$ cat config.mk
export PLATFORM = sky130hd
export DESIGN_NAME = accum_result_monitor_flat
export DESIGN_NICKNAME = d
export VERILOG_FILES = /design/src/rtl/accum_result_monitor_pkg.sv /design/src/rtl/accum_result_monitor_if.sv /design/src/rtl/accum_result_monitor_ref_model.sv /design/src/rtl/accum_result_monitor.sv /design/src/flat_wrapper.sv
export SDC_FILE = /design/constraint.sdc
export NUM_CORES = 1
export LEC_CHECK = 0
export CAP_MARGIN = 20
export CORE_UTILIZATION = 45
export CTS_BUF_LIST = sky130_fd_sc_hd__clkbuf_8
export CTS_CLUSTER_SIZE = 10
export DETAILED_ROUTE_END_ITERATION = 6
export PLACE_DENSITY = 0.8
export SETUP_SLACK_MARGIN = 0.1
export SYNTH_ARGS = -nofsm -noshare
export SYNTH_HDL_FRONTEND = slang
export SYNTH_SLANG_ARGS = --single-unit
$ cat constraint.sdc
create_clock -name clk -period 4.1 [get_ports clk]
set_input_delay 1.025 -clock clk [delete_from_list [all_inputs] [get_ports clk]]
set_output_delay 1.025 -clock clk [all_outputs]
set_load 0.02 [all_outputs]
$ cat src/rtl/accum_result_monitor_pkg.sv
// accum_result_monitor_pkg: monitor FSM state encoding and saturating-increment helper.
`default_nettype none
package accum_result_monitor_pkg;

  typedef enum logic [1:0] {
    IDLE  = 2'd0,
    WARM  = 2'd1,
    CHECK = 2'd2,
    FAIL  = 2'd3
  } mon_state_e;

  // Counters are carried in 64 bits so one helper serves every CNT_W; callers truncate.
  function automatic logic [63:0] sat_inc(input logic [63:0] v, input int width);
    logic [63:0] max_v;
    max_v = (width >= 64) ? {64{1'b1}} : ((64'd1 << width) - 64'd1);
    return (v >= max_v) ? max_v : v + 64'd1;
  endfunction

endpackage
`default_nettype wire

$ cat src/rtl/accum_result_monitor_if.sv
// accum_result_monitor_if: control and observation bus between the accumulator side and the monitor.
`default_nettype none
interface accum_result_monitor_if #(
  parameter int W = 32
) ();
  logic         enable;
  logic         clear;
  logic [W-1:0] accum_in;
  logic         accum_bypass;
  logic [W-1:0] accum_out;
  logic [W-1:0] accum_bypass_out;

  modport master (
    output enable, clear, accum_in, accum_bypass, accum_out, accum_bypass_out
  );

  modport slave (
    input enable, clear, accum_in, accum_bypass, accum_out, accum_bypass_out
  );
endinterface
`default_nettype wire

$ cat src/rtl/accum_result_monitor_ref_model.sv
// accum_ref_model: expected accumulator value (exp += in + SECRET_VALUE, mod 2^W) and bypass expectation.
`default_nettype none
module accum_ref_model
  import accum_result_monitor_pkg::*;
#(
  parameter int W            = 32,
  parameter int SECRET_VALUE = 7
) (
  input  logic         clk,
  input  logic         rst_n,
  input  logic         clear_i,
  input  logic         update_i,
  input  logic [W-1:0] accum_in_i,
  input  logic         accum_bypass_i,
  output logic [W-1:0] exp_o,
  output logic [W-1:0] byp_exp_o
);

  logic [W-1:0] exp_q, exp_d;

  always_comb begin
    exp_d = exp_q;
    if (clear_i) begin
      exp_d = '0;
    end else if (update_i) begin
      exp_d = exp_q + accum_in_i + W'(SECRET_VALUE);
    end
  end

  always_ff @(posedge clk or negedge rst_n) begin
    if (!rst_n) begin
      exp_q <= '0;
    end else begin
      exp_q <= exp_d;
    end
  end

  assign exp_o     = exp_q;
  assign byp_exp_o = accum_bypass_i ? accum_in_i : exp_q;

endmodule
`default_nettype wire

$ cat src/rtl/accum_result_monitor.sv
// accum_result_monitor: checks the upstream accumulator against a reference model with sticky error,
// saturating counters and first-failure capture. Optional ACCUM_RESULT_MONITOR_BYPASS_CHECK_EN adds the bypass compare.
`default_nettype none
module accum_result_monitor
  import accum_result_monitor_pkg::*;
#(
  parameter int W            = 32,
  parameter int SECRET_VALUE = 7,
  parameter int WARMUP       = 1,
  parameter int CNT_W        = 16,
  parameter int STOP_ON_ERR  = 1
) (
  input  logic                  clk,
  input  logic                  rst_n,
  accum_result_monitor_if.slave mon_if,
  output logic                  err_o,
  output logic [CNT_W-1:0]      err_count_o,
  output logic [CNT_W-1:0]      checked_count_o,
  output logic [CNT_W-1:0]      first_err_cyc_o,
  output logic [W-1:0]          first_err_exp_o,
  output logic [W-1:0]          first_err_got_o,
  output mon_state_e            mon_state_o
);

  mon_state_e       state_q, state_d;
  logic [3:0]       warm_cnt_q, warm_cnt_d;
  logic [CNT_W-1:0] cyc_q, cyc_d, err_cnt_q, err_cnt_d, chk_q, chk_d, ferr_cyc_q, ferr_cyc_d;
  logic [W-1:0]     ferr_exp_q, ferr_exp_d, ferr_got_q, ferr_got_d;
  logic             err_q, err_d;

  logic             live;
  logic             compare_act;
  logic             model_upd;
  logic             byp_bad;
  logic             mismatch;
  logic [W-1:0]     exp_val;
  logic [W-1:0]     byp_exp;

  accum_ref_model #(
    .W            (W),
    .SECRET_VALUE (SECRET_VALUE)
  ) u_ref_model (
    .clk            (clk),
    .rst_n          (rst_n),
    .clear_i        (mon_if.clear),
    .update_i       (model_upd),
    .accum_in_i     (mon_if.accum_in),
    .accum_bypass_i (mon_if.accum_bypass),
    .exp_o          (exp_val),
    .byp_exp_o      (byp_exp)
  );

`ifdef ACCUM_RESULT_MONITOR_BYPASS_CHECK_EN
  assign byp_bad = (mon_if.accum_bypass_out != byp_exp);
`else
  assign byp_bad = 1'b0;
  logic unused_bypass;
  assign unused_bypass = ^{mon_if.accum_bypass_out, byp_exp};
`endif

  always_ff @(posedge clk or negedge rst_n) begin
    if (!rst_n) begin
      state_q    <= IDLE;
      warm_cnt_q <= '0;
    end else begin
      state_q    <= state_d;
      warm_cnt_q <= warm_cnt_d;
    end
  end

  // The IDLE->WARM edge is the first warm-up cycle, so the WARM edge seen with
  // warm_cnt==0 is already a compared cycle.
  always_comb begin
    state_d    = state_q;
    warm_cnt_d = warm_cnt_q;
    if (mon_if.clear) begin
      state_d    = IDLE;
      warm_cnt_d = '0;
    end else if (mon_if.enable) begin
      case (state_q)
        IDLE: begin
          state_d    = WARM;
          warm_cnt_d = 4'(WARMUP - 1);
        end
        WARM: begin
          if (warm_cnt_q == 4'd0) begin
            state_d = (mismatch && (STOP_ON_ERR != 0)) ? FAIL : CHECK;
          end else begin
            warm_cnt_d = warm_cnt_q - 4'd1;
          end
        end
        CHECK: begin
          if (mismatch && (STOP_ON_ERR != 0)) begin
            state_d = FAIL;
          end
        end
        default: state_d = state_q;
      endcase
    end
  end

  always_comb begin
    live        = mon_if.enable && !mon_if.clear;
    model_upd   = live && (state_q != FAIL);
    compare_act = live && ((state_q == CHECK) ||
                           ((state_q == WARM) && (warm_cnt_q == 4'd0)));
    mismatch    = compare_act && ((mon_if.accum_out != exp_val) || byp_bad);
    mon_state_o = state_q;
  end

  always_comb begin
    cyc_d      = cyc_q;
    err_cnt_d  = err_cnt_q;
    chk_d      = chk_q;
    err_d      = err_q;
    ferr_cyc_d = ferr_cyc_q;
    ferr_exp_d = ferr_exp_q;
    ferr_got_d = ferr_got_q;
    if (mon_if.clear) begin
      cyc_d      = '0;
      err_cnt_d  = '0;
      chk_d      = '0;
      err_d      = 1'b0;
      ferr_cyc_d = '0;
      ferr_exp_d = '0;
      ferr_got_d = '0;
    end else if (model_upd) begin
      cyc_d = CNT_W'(sat_inc(64'(cyc_q), CNT_W));
      if (compare_act) begin
        chk_d = CNT_W'(sat_inc(64'(chk_q), CNT_W));
      end
      if (mismatch) begin
        err_d     = 1'b1;
        err_cnt_d = CNT_W'(sat_inc(64'(err_cnt_q), CNT_W));
        if (!err_q) begin
          ferr_cyc_d = cyc_q;
          ferr_exp_d = exp_val;
          ferr_got_d = mon_if.accum_out;
        end
      end
    end
  end

  always_ff @(posedge clk or negedge rst_n) begin
    if (!rst_n) begin
      cyc_q      <= '0;
      err_cnt_q  <= '0;
      chk_q      <= '0;
      err_q      <= 1'b0;
      ferr_cyc_q <= '0;
      ferr_exp_q <= '0;
      ferr_got_q <= '0;
    end else begin
      cyc_q      <= cyc_d;
      err_cnt_q  <= err_cnt_d;
      chk_q      <= chk_d;
      err_q      <= err_d;
      ferr_cyc_q <= ferr_cyc_d;
      ferr_exp_q <= ferr_exp_d;
      ferr_got_q <= ferr_got_d;
    end
  end

  assign err_o           = err_q;
  assign err_count_o     = err_cnt_q;
  assign checked_count_o = chk_q;
  assign first_err_cyc_o = ferr_cyc_q;
  assign first_err_exp_o = ferr_exp_q;
  assign first_err_got_o = ferr_got_q;

endmodule
`default_nettype wire

$ cat src/flat_wrapper.sv
// flat-port wrapper written by rule: the top's interface ports become plain ports
module accum_result_monitor_flat import accum_result_monitor_pkg::*;
#(
  parameter int W            = 32,
  parameter int SECRET_VALUE = 7,
  parameter int WARMUP       = 1,
  parameter int CNT_W        = 16,
  parameter int STOP_ON_ERR  = 1
)
  (clk, rst_n, err_o, err_count_o, checked_count_o, first_err_cyc_o, first_err_exp_o, first_err_got_o, mon_state_o, mon_if_enable, mon_if_clear, mon_if_accum_in, mon_if_accum_bypass, mon_if_accum_out, mon_if_accum_bypass_out);
  accum_result_monitor_if #(.W(W)) mon_if_i ();
  input  logic clk;
  input  logic rst_n;
  output logic err_o;
  output logic [CNT_W-1:0] err_count_o;
  output logic [CNT_W-1:0] checked_count_o;
  output logic [CNT_W-1:0] first_err_cyc_o;
  output logic [W-1:0] first_err_exp_o;
  output logic [W-1:0] first_err_got_o;
  output mon_state_e mon_state_o;
  input wire logic [$bits(mon_if_i.enable)-1:0] mon_if_enable;
  input wire logic [$bits(mon_if_i.clear)-1:0] mon_if_clear;
  input wire logic [$bits(mon_if_i.accum_in)-1:0] mon_if_accum_in;
  input wire logic [$bits(mon_if_i.accum_bypass)-1:0] mon_if_accum_bypass;
  input wire logic [$bits(mon_if_i.accum_out)-1:0] mon_if_accum_out;
  input wire logic [$bits(mon_if_i.accum_bypass_out)-1:0] mon_if_accum_bypass_out;
  assign mon_if_i.enable = mon_if_enable;
  assign mon_if_i.clear = mon_if_clear;
  assign mon_if_i.accum_in = mon_if_accum_in;
  assign mon_if_i.accum_bypass = mon_if_accum_bypass;
  assign mon_if_i.accum_out = mon_if_accum_out;
  assign mon_if_i.accum_bypass_out = mon_if_accum_bypass_out;
  accum_result_monitor #(.W(W), .SECRET_VALUE(SECRET_VALUE), .WARMUP(WARMUP), .CNT_W(CNT_W), .STOP_ON_ERR(STOP_ON_ERR)) u_core (.clk(clk), .rst_n(rst_n), .mon_if(mon_if_i), .err_o(err_o), .err_count_o(err_count_o), .checked_count_o(checked_count_o), .first_err_cyc_o(first_err_cyc_o), .first_err_exp_o(first_err_exp_o), .first_err_got_o(first_err_got_o), .mon_state_o(mon_state_o));
endmodule
Word-level counts from Yosys, hierarchy flattened
Cells that the tools add are included.
Operators by class
  add/subtract/negate cells: 6
  order comparisons: 3
  equal/unequal tests: 8
  multiplexer cells: 38
  reduce and logical (&&, ||, !) cells: 20
Operators by type and width (number)
  $mux W32: 10
  $mux W16: 15
  $add A16 B1 Y16 const B: 3
  $ge A16 B16 Y1 const B: 3
  $add A32 B3 Y32 const B: 1
  $add A32 B32 Y32: 1
  $ne A32 B32 Y1: 1
  $mux W4: 3
  $mux W2: 4
  $pmux W4 S2: 1
  $reduce_bool A2 Y1: 4
  $ne A3 B3 Y1 const B: 2
  $pmux W2 S3: 1
  $reduce_and A3 Y1: 2
  $logic_and A1 B1 Y1: 5
  $logic_not A4 Y1: 1
  $mux W1: 4
  $ne A2 B2 Y1 const B: 2
  $reduce_and A2 Y1: 2
  $reduce_and A4 Y1: 1
  $reduce_bool A4 Y1: 1
  $sub A4 B1 Y4 const B: 1
  $ne A3 B2 Y1 const B: 1
  $reduce_bool A3 Y1: 1
  5 further kinds: 5
Word-level totals
  flip-flop bits (word level): 167
  output and inout port bits: 115

Longest topological paths before layout
  depth in word-level cells: 10
  depth in mapped cells: 13
  mapped depth without buffers: 13

Hierarchy
Synthesis repeated with hierarchy kept, for this count alone.
Second synthesis, totals
  cells, all modules: 1174
  area total of the unflattened synthesis: 10462.5 µm²
Modules (own cells, without submodules)
  accum_result_monitor: times used 1, cells each 747, area an instance 6696.4 µm²
  accum_ref_model: times used 1, cells each 427, area an instance 3766.1 µm²

Worst setup path after synthesis
No wires, ideal clock.
  path type: input to register
  from: in mon_if_accum_in[1]
  to: reg u_core.u_ref_model.exp_q[31] (netlist: u_core.u_ref_model.exp_o[31])
  arrival: 3.611 ns
  required time: 3.975 ns
  path slack: 0.364 ns
  cell stages on the path: 13
  cell sequence: inv_1 -> ha_1 -> inv_1 -> ha_1 -> fa_1 -> a211oi_1 -> o21a_1 -> or2_1 -> o21ai_2 -> a2111o_1 -> o211ai_2 -> mux2i_1 -> mux2_2
On the way
  word-level cells in the longest chain between the ends: 4
Ends and longest elaborated chain
  start: declaration: line flat_wrapper.sv:23  | input wire logic [$bits(mon_if_i.accum_in)-1:0] mon_if_accum_in;
  $add A32 B32 Y32: line accum_result_monitor_ref_model.sv:26  | exp_d = exp_q + accum_in_i + W'(SECRET_VALUE);
  $add A32 B3 Y32: line accum_result_monitor_ref_model.sv:26
  $mux W32: line accum_result_monitor_ref_model.sv:25  | end else if (update_i) begin
  $mux W32: line accum_result_monitor_ref_model.sv:23  | if (clear_i) begin
  end signal: assignment: line accum_result_monitor_ref_model.sv:34  | exp_q <= exp_d;
  end: declaration: line accum_result_monitor_ref_model.sv:19  | logic [W-1:0] exp_q, exp_d;
Every way passes these cells. The select of a mux whose other input is x is not followed.
A chain may end at the register's enable or synchronous reset.

Worst setup path after layout
Ends and elaborated chain as after synthesis.

==> summary.md <==
| Metric | Value |
|---|---|
| FF+latch count, synth | `167` |
| Routed WL | `26780 um` |
| Die Wd | `150.2 um` |
| Crit path to | `u_core.u_ref_model.exp_o[31]$_DFFE_PN0P_` |
| Rows | `53` |
| Clk_lat worst skew | `0.47 ns` |
| RSZ-0062 raised after global routing | `no` |
| Final hold slack | `0.5252 ns` |
| Reg clk slew, reported paths | `0.09 ns` |
| Crit share post-route | `93.92%` |
| Mapped cell area | `9884 um^2` |
| Share of post-route cells with drive strength above 1 | `6.388%` |
| CP Buf/Inv Count | `3` |
| Total clock sinks | `167` |
| Non-Filler Instances | `1590` |
| Final worst path period need | `3.851 ns` |
| Drt drc | `0` |
| Die ar. | `22560 um^2` |
| Post-DRT Antenna Nets | `0` |
| Fin util | `58.47%` |
| Worst path slowest cell | `clkdlybuf4s50_1` |
| Outcome | `complete, no violations` |
| CTS tree | `built` |
| MaxCap Viol Count | `0` |
| Total GRT Usage | `24.54%` |
| Final Net Count | `1473` |
| Initial antenna violation count | `0` |
| Max-slew headroom | `29.60%` |
| Root buf cell | `clkbuf_8` |
| Worst reg2reg setup slack | `0.71 ns` |
| Crit. End Element | `flip-flop` |
| Crit path max-delay family | `compound AO/OA/AOI/OAI gates` |
| PwrDens | `354.8 nW/um^2` |
| M1 GR Usage | `33.04%` |
| Setup ws final | `0.2491 ns` |
| CORE AREA | `21290 um^2` |
| Ports | `216` |
| HPWL after DPL | `19110 um` |
| CP required | `4.46 ns` |
| DR pass1 iterations | `5` |
| H-tree depth | `4` |
| Biggest cell delay along the critical path | `0.45 ns` |
| Fill count | `1861` |
| Worst endpoint data arrival time | `4.21 ns` |
| Yosys warns | `0` |
| Crit. Startpoint | `mon_if_accum_in[1]` |
| Vias | `8997` |
| Largest net degree at the start of global routing | `88` |
| Met3 GRT Util | `4.727%` |
| CTS hold repair buffers | `0` |
| Crit path launch type | `input port` |
| Sequence of cells on the critical path | `clkdlybuf4s50_1, inv_1, ha_1, inv_1, ha_1, fa_1, a211oi_2, o21a_1, or2_1, o21ai_2, a2111o_1, o211ai_2, mux2i_1, mux2_2` |
| Wirelength per Cell | `16.84 um` |
| Global route total overflow | `0` |
| Clock skew | `0.01370 ns` |
| R2r startpoint | `u_core.u_ref_model.exp_o[1]$_DFFE_PN0P_` |
| Chip Height | `150.2 um` |
| First-pass GRT wire length | `43400 um` |
| Register Area | `4179 um^2` |
| CTS max path bufs | `2` |
| Syn Nets | `1304` |
| Worst VDD drop | `0.2065 mV` |
| Final hold vios | `0` |
| Worst-Margin Slew | `1.053 ns` |
| Unique masters post-synth | `71` |
| Initial core utilization | `46.44%` |
| Gpl congestion | `0.9232` |
| Reg-to-Reg End | `u_core.u_ref_model.exp_o[31]$_DFFE_PN0P_` |
| Sequential element share of the synthesized area | `42.28%` |
| TritonCTS buffer count | `17` |
| GRT met2 Usage | `38.89%` |
| CP Max Fanout | `4` |
| Critical path depth | `14` |
| Final Max Tran Viols | `0` |
| Drt initial violations | `653` |
| Crit Path Class | `input port to flip-flop` |
| Pre-CTS WS | `-0.3259 ns` |
| Max Clk Rate | `259.7 MHz` |
| Setup violators final | `0` |
| I/O Buffers | `182` |
| Footprint of the multi-input gates | `5379 um^2` |
| Placed insts | `1557` |
| EDFF count, synth | `0` |
| Avg Cell Area, Syn | `8.724 um^2` |
| Type of the tightest min-delay check | `flip-flop to flip-flop` |
| Area delta synth->final | `25.92%` |
| Busiest grt layer | `met2` |
| Ys async rst share | `100.0%` |
| Vias in the first global route | `8556` |
| Diode count | `0` |
| Synth Flop Type | `dfrtp_1` |
| Worst reg2reg path depth | `13` |
| P_leak | `5.432 nW` |
| Vias per cell | `5.658` |
| Synth Instances | `1133` |
[synth_stat cells, types with 4 or more instances]
| master | n | share of area (%) |
|---|---|---|
| o21ai_0 | 79 | 4.0 |
| a211oi_1 | 18 | 1.4 |
| clkbuf_1 | 35 | 1.3 |
| mux2i_1 | 8 | 0.81 |
| buf_2 | 14 | 0.71 |
| or2_2 | 5 | 0.32 |
| nor3_1 | 15 | 0.76 |
| xor2_1 | 42 | 3.7 |
| a21o_1 | 17 | 1.3 |
| ha_1 | 69 | 8.7 |
| buf_1 | 6 | 0.23 |
| nor2b_1 | 6 | 0.38 |
| and4_1 | 5 | 0.44 |
| nor4_1 | 11 | 0.70 |
| dfrtp_1 | 167 | 42 |
| nand3_1 | 35 | 1.8 |
| a31oi_1 | 11 | 0.70 |
| o21a_1 | 11 | 0.84 |
| a221oi_1 | 4 | 0.35 |
| and3_1 | 15 | 0.95 |
| and2_1 | 6 | 0.38 |
| nand2_1 | 233 | 8.8 |
| or3_1 | 6 | 0.38 |
| nor2_1 | 68 | 2.6 |
| xnor2_1 | 17 | 1.5 |
| o31ai_1 | 4 | 0.30 |
| a21oi_1 | 114 | 5.8 |
| nand4_1 | 15 | 0.95 |
| nand2b_1 | 5 | 0.32 |
| inv_1 | 28 | 1.1 |
[cells in the final DEF (no fill, tap or decap), types with 6 or more instances in the layout]
cell	Yosys	layout
o21ai_0	79	79
and3_1	15	15
a21o_1	17	17
inv_1	28	28
a211oi_1	18	17
nor4_1	11	11
and2_1	6	6
nor3_1	15	15
o21a_1	11	11
dfrtp_1	167	167
ha_1	69	69
or3_1	6	6
a31oi_1	11	11
nand4_1	15	15
nand3_1	35	35
buf_4	1	22
nor2_1	68	68
nand2_1	233	233
clkdlybuf4s50_1	0	180
mux2i_1	8	8
xnor2_1	17	17
a21oi_1	114	114
clkbuf_8	0	17
xor2_1	42	42
[cells by family after synthesis]
kind of cell	Yosys count	synth area share, %
XOR/XNOR	59	5.228
buffers and inverters	85	3.519
adder cells (fa/ha/maj)	70	8.937
flip-flops	167	42.28
multiplexers	9	0.9241
AND/OR/NAND/NOR	443	20.60
AO/OA/AOI/OAI	300	18.52
[worst reg2reg max path: stages (launching register included)]
cell and delay [ns]:
dfrtp_1 0.52, inv_1 0.08, ha_1 0.28, inv_1 0.04, ha_1 0.21, fa_1 0.42
a211oi_2 0.27, o21a_1 0.18, or2_1 0.12, o21ai_2 0.11, a2111o_1 0.40, o211ai_2 0.09
mux2i_1 0.22, mux2_2 0.35
[registers in the layout, indices dropped and copies added (netlist names)]
register                  flops
u_core.err_count_o           16
u_core.u_ref_model.exp_o     32
u_core.first_err_exp_o       32
u_core.mon_state_o            2
u_core.err_o                  1
u_core.cyc_q                 16
u_core.checked_count_o       16
u_core.warm_cnt_q             4
u_core.first_err_cyc_o       16
u_core.first_err_got_o       32
[worst min-delay path by stage]
| stage | startpoint | endpoint | slack (ns) | cells after the start |
|---|---|---|---|---|
| 2_1_floorplan | u_core.warm_cnt_q[1]$_DFFE_PN0P_ | u_core.warm_cnt_q[1]$_DFFE_PN0P_ | 0.46 | 2 |
| 3_3_place_gp | u_core.warm_cnt_q[1]$_DFFE_PN0P_ | u_core.warm_cnt_q[1]$_DFFE_PN0P_ | 0.48 | 2 |
| 3_5_place_dp | u_core.warm_cnt_q[0]$_DFFE_PN0P_ | u_core.warm_cnt_q[0]$_DFFE_PN0P_ | 0.51 | 1 |
| 4_1_cts | u_core.warm_cnt_q[0]$_DFFE_PN0P_ | u_core.warm_cnt_q[0]$_DFFE_PN0P_ | 0.52 | 1 |
| 5_1_grt | u_core.first_err_exp_o[12]$_DFFE_PN0P_ | u_core.first_err_exp_o[12]$_DFFE_PN0P_ | 0.55 | 2 |
| 6_report | u_core.first_err_exp_o[11]$_DFFE_PN0P_ | u_core.first_err_exp_o[11]$_DFFE_PN0P_ | 0.53 | 2 |
[layout make-up]
cell class / count / share of cell area, %
multi-input combinational: 881 / 43.21
clock buffer: 17 / 1.880
timing repair buffer: 207 / 16.54
clock inverter: 15 / 1.186
tap: 275 / 2.764
sequential: 167 / 33.57
inverter: 28 / 0.8444
[stage by stage]
step | instance area (um^2) | power (mW) | TNS [ns]
floorplan | 9884 | 2.766 | 0
global placement | 12040 | 3.214 | -0.3146
detailed placement | 12040 | 3.258 | -0.6108
finish | 12450 | 4.416 | 0
global route | 12450 | 4.690 | 0
CTS | 12420 | 4.431 | 0
[routing by layer]
layer	vias up	share of wire [%]
met2	282	46
met3	49	5.9
met4	0	2.4
met1	4314	46
met5	-	0
li1	4352	-
[what timing repair did]
action                     4_1_cts  5_1_grt
setup endpoints to repair        0        1
setup buffers                    0        0
resized for setup                0        1
[where the power goes]
group | leakage [nW] | switching (mW) | total, mW | internal [mW]
Combinational | 2.95 | 0.756 | 1.35 | 0.597
Clock | 0.188 | 0.674 | 1.17 | 0.492
Sequential | 2.29 | 0.152 | 1.90 | 1.75
No activity file was read; power rests on OpenSTA's default activity.
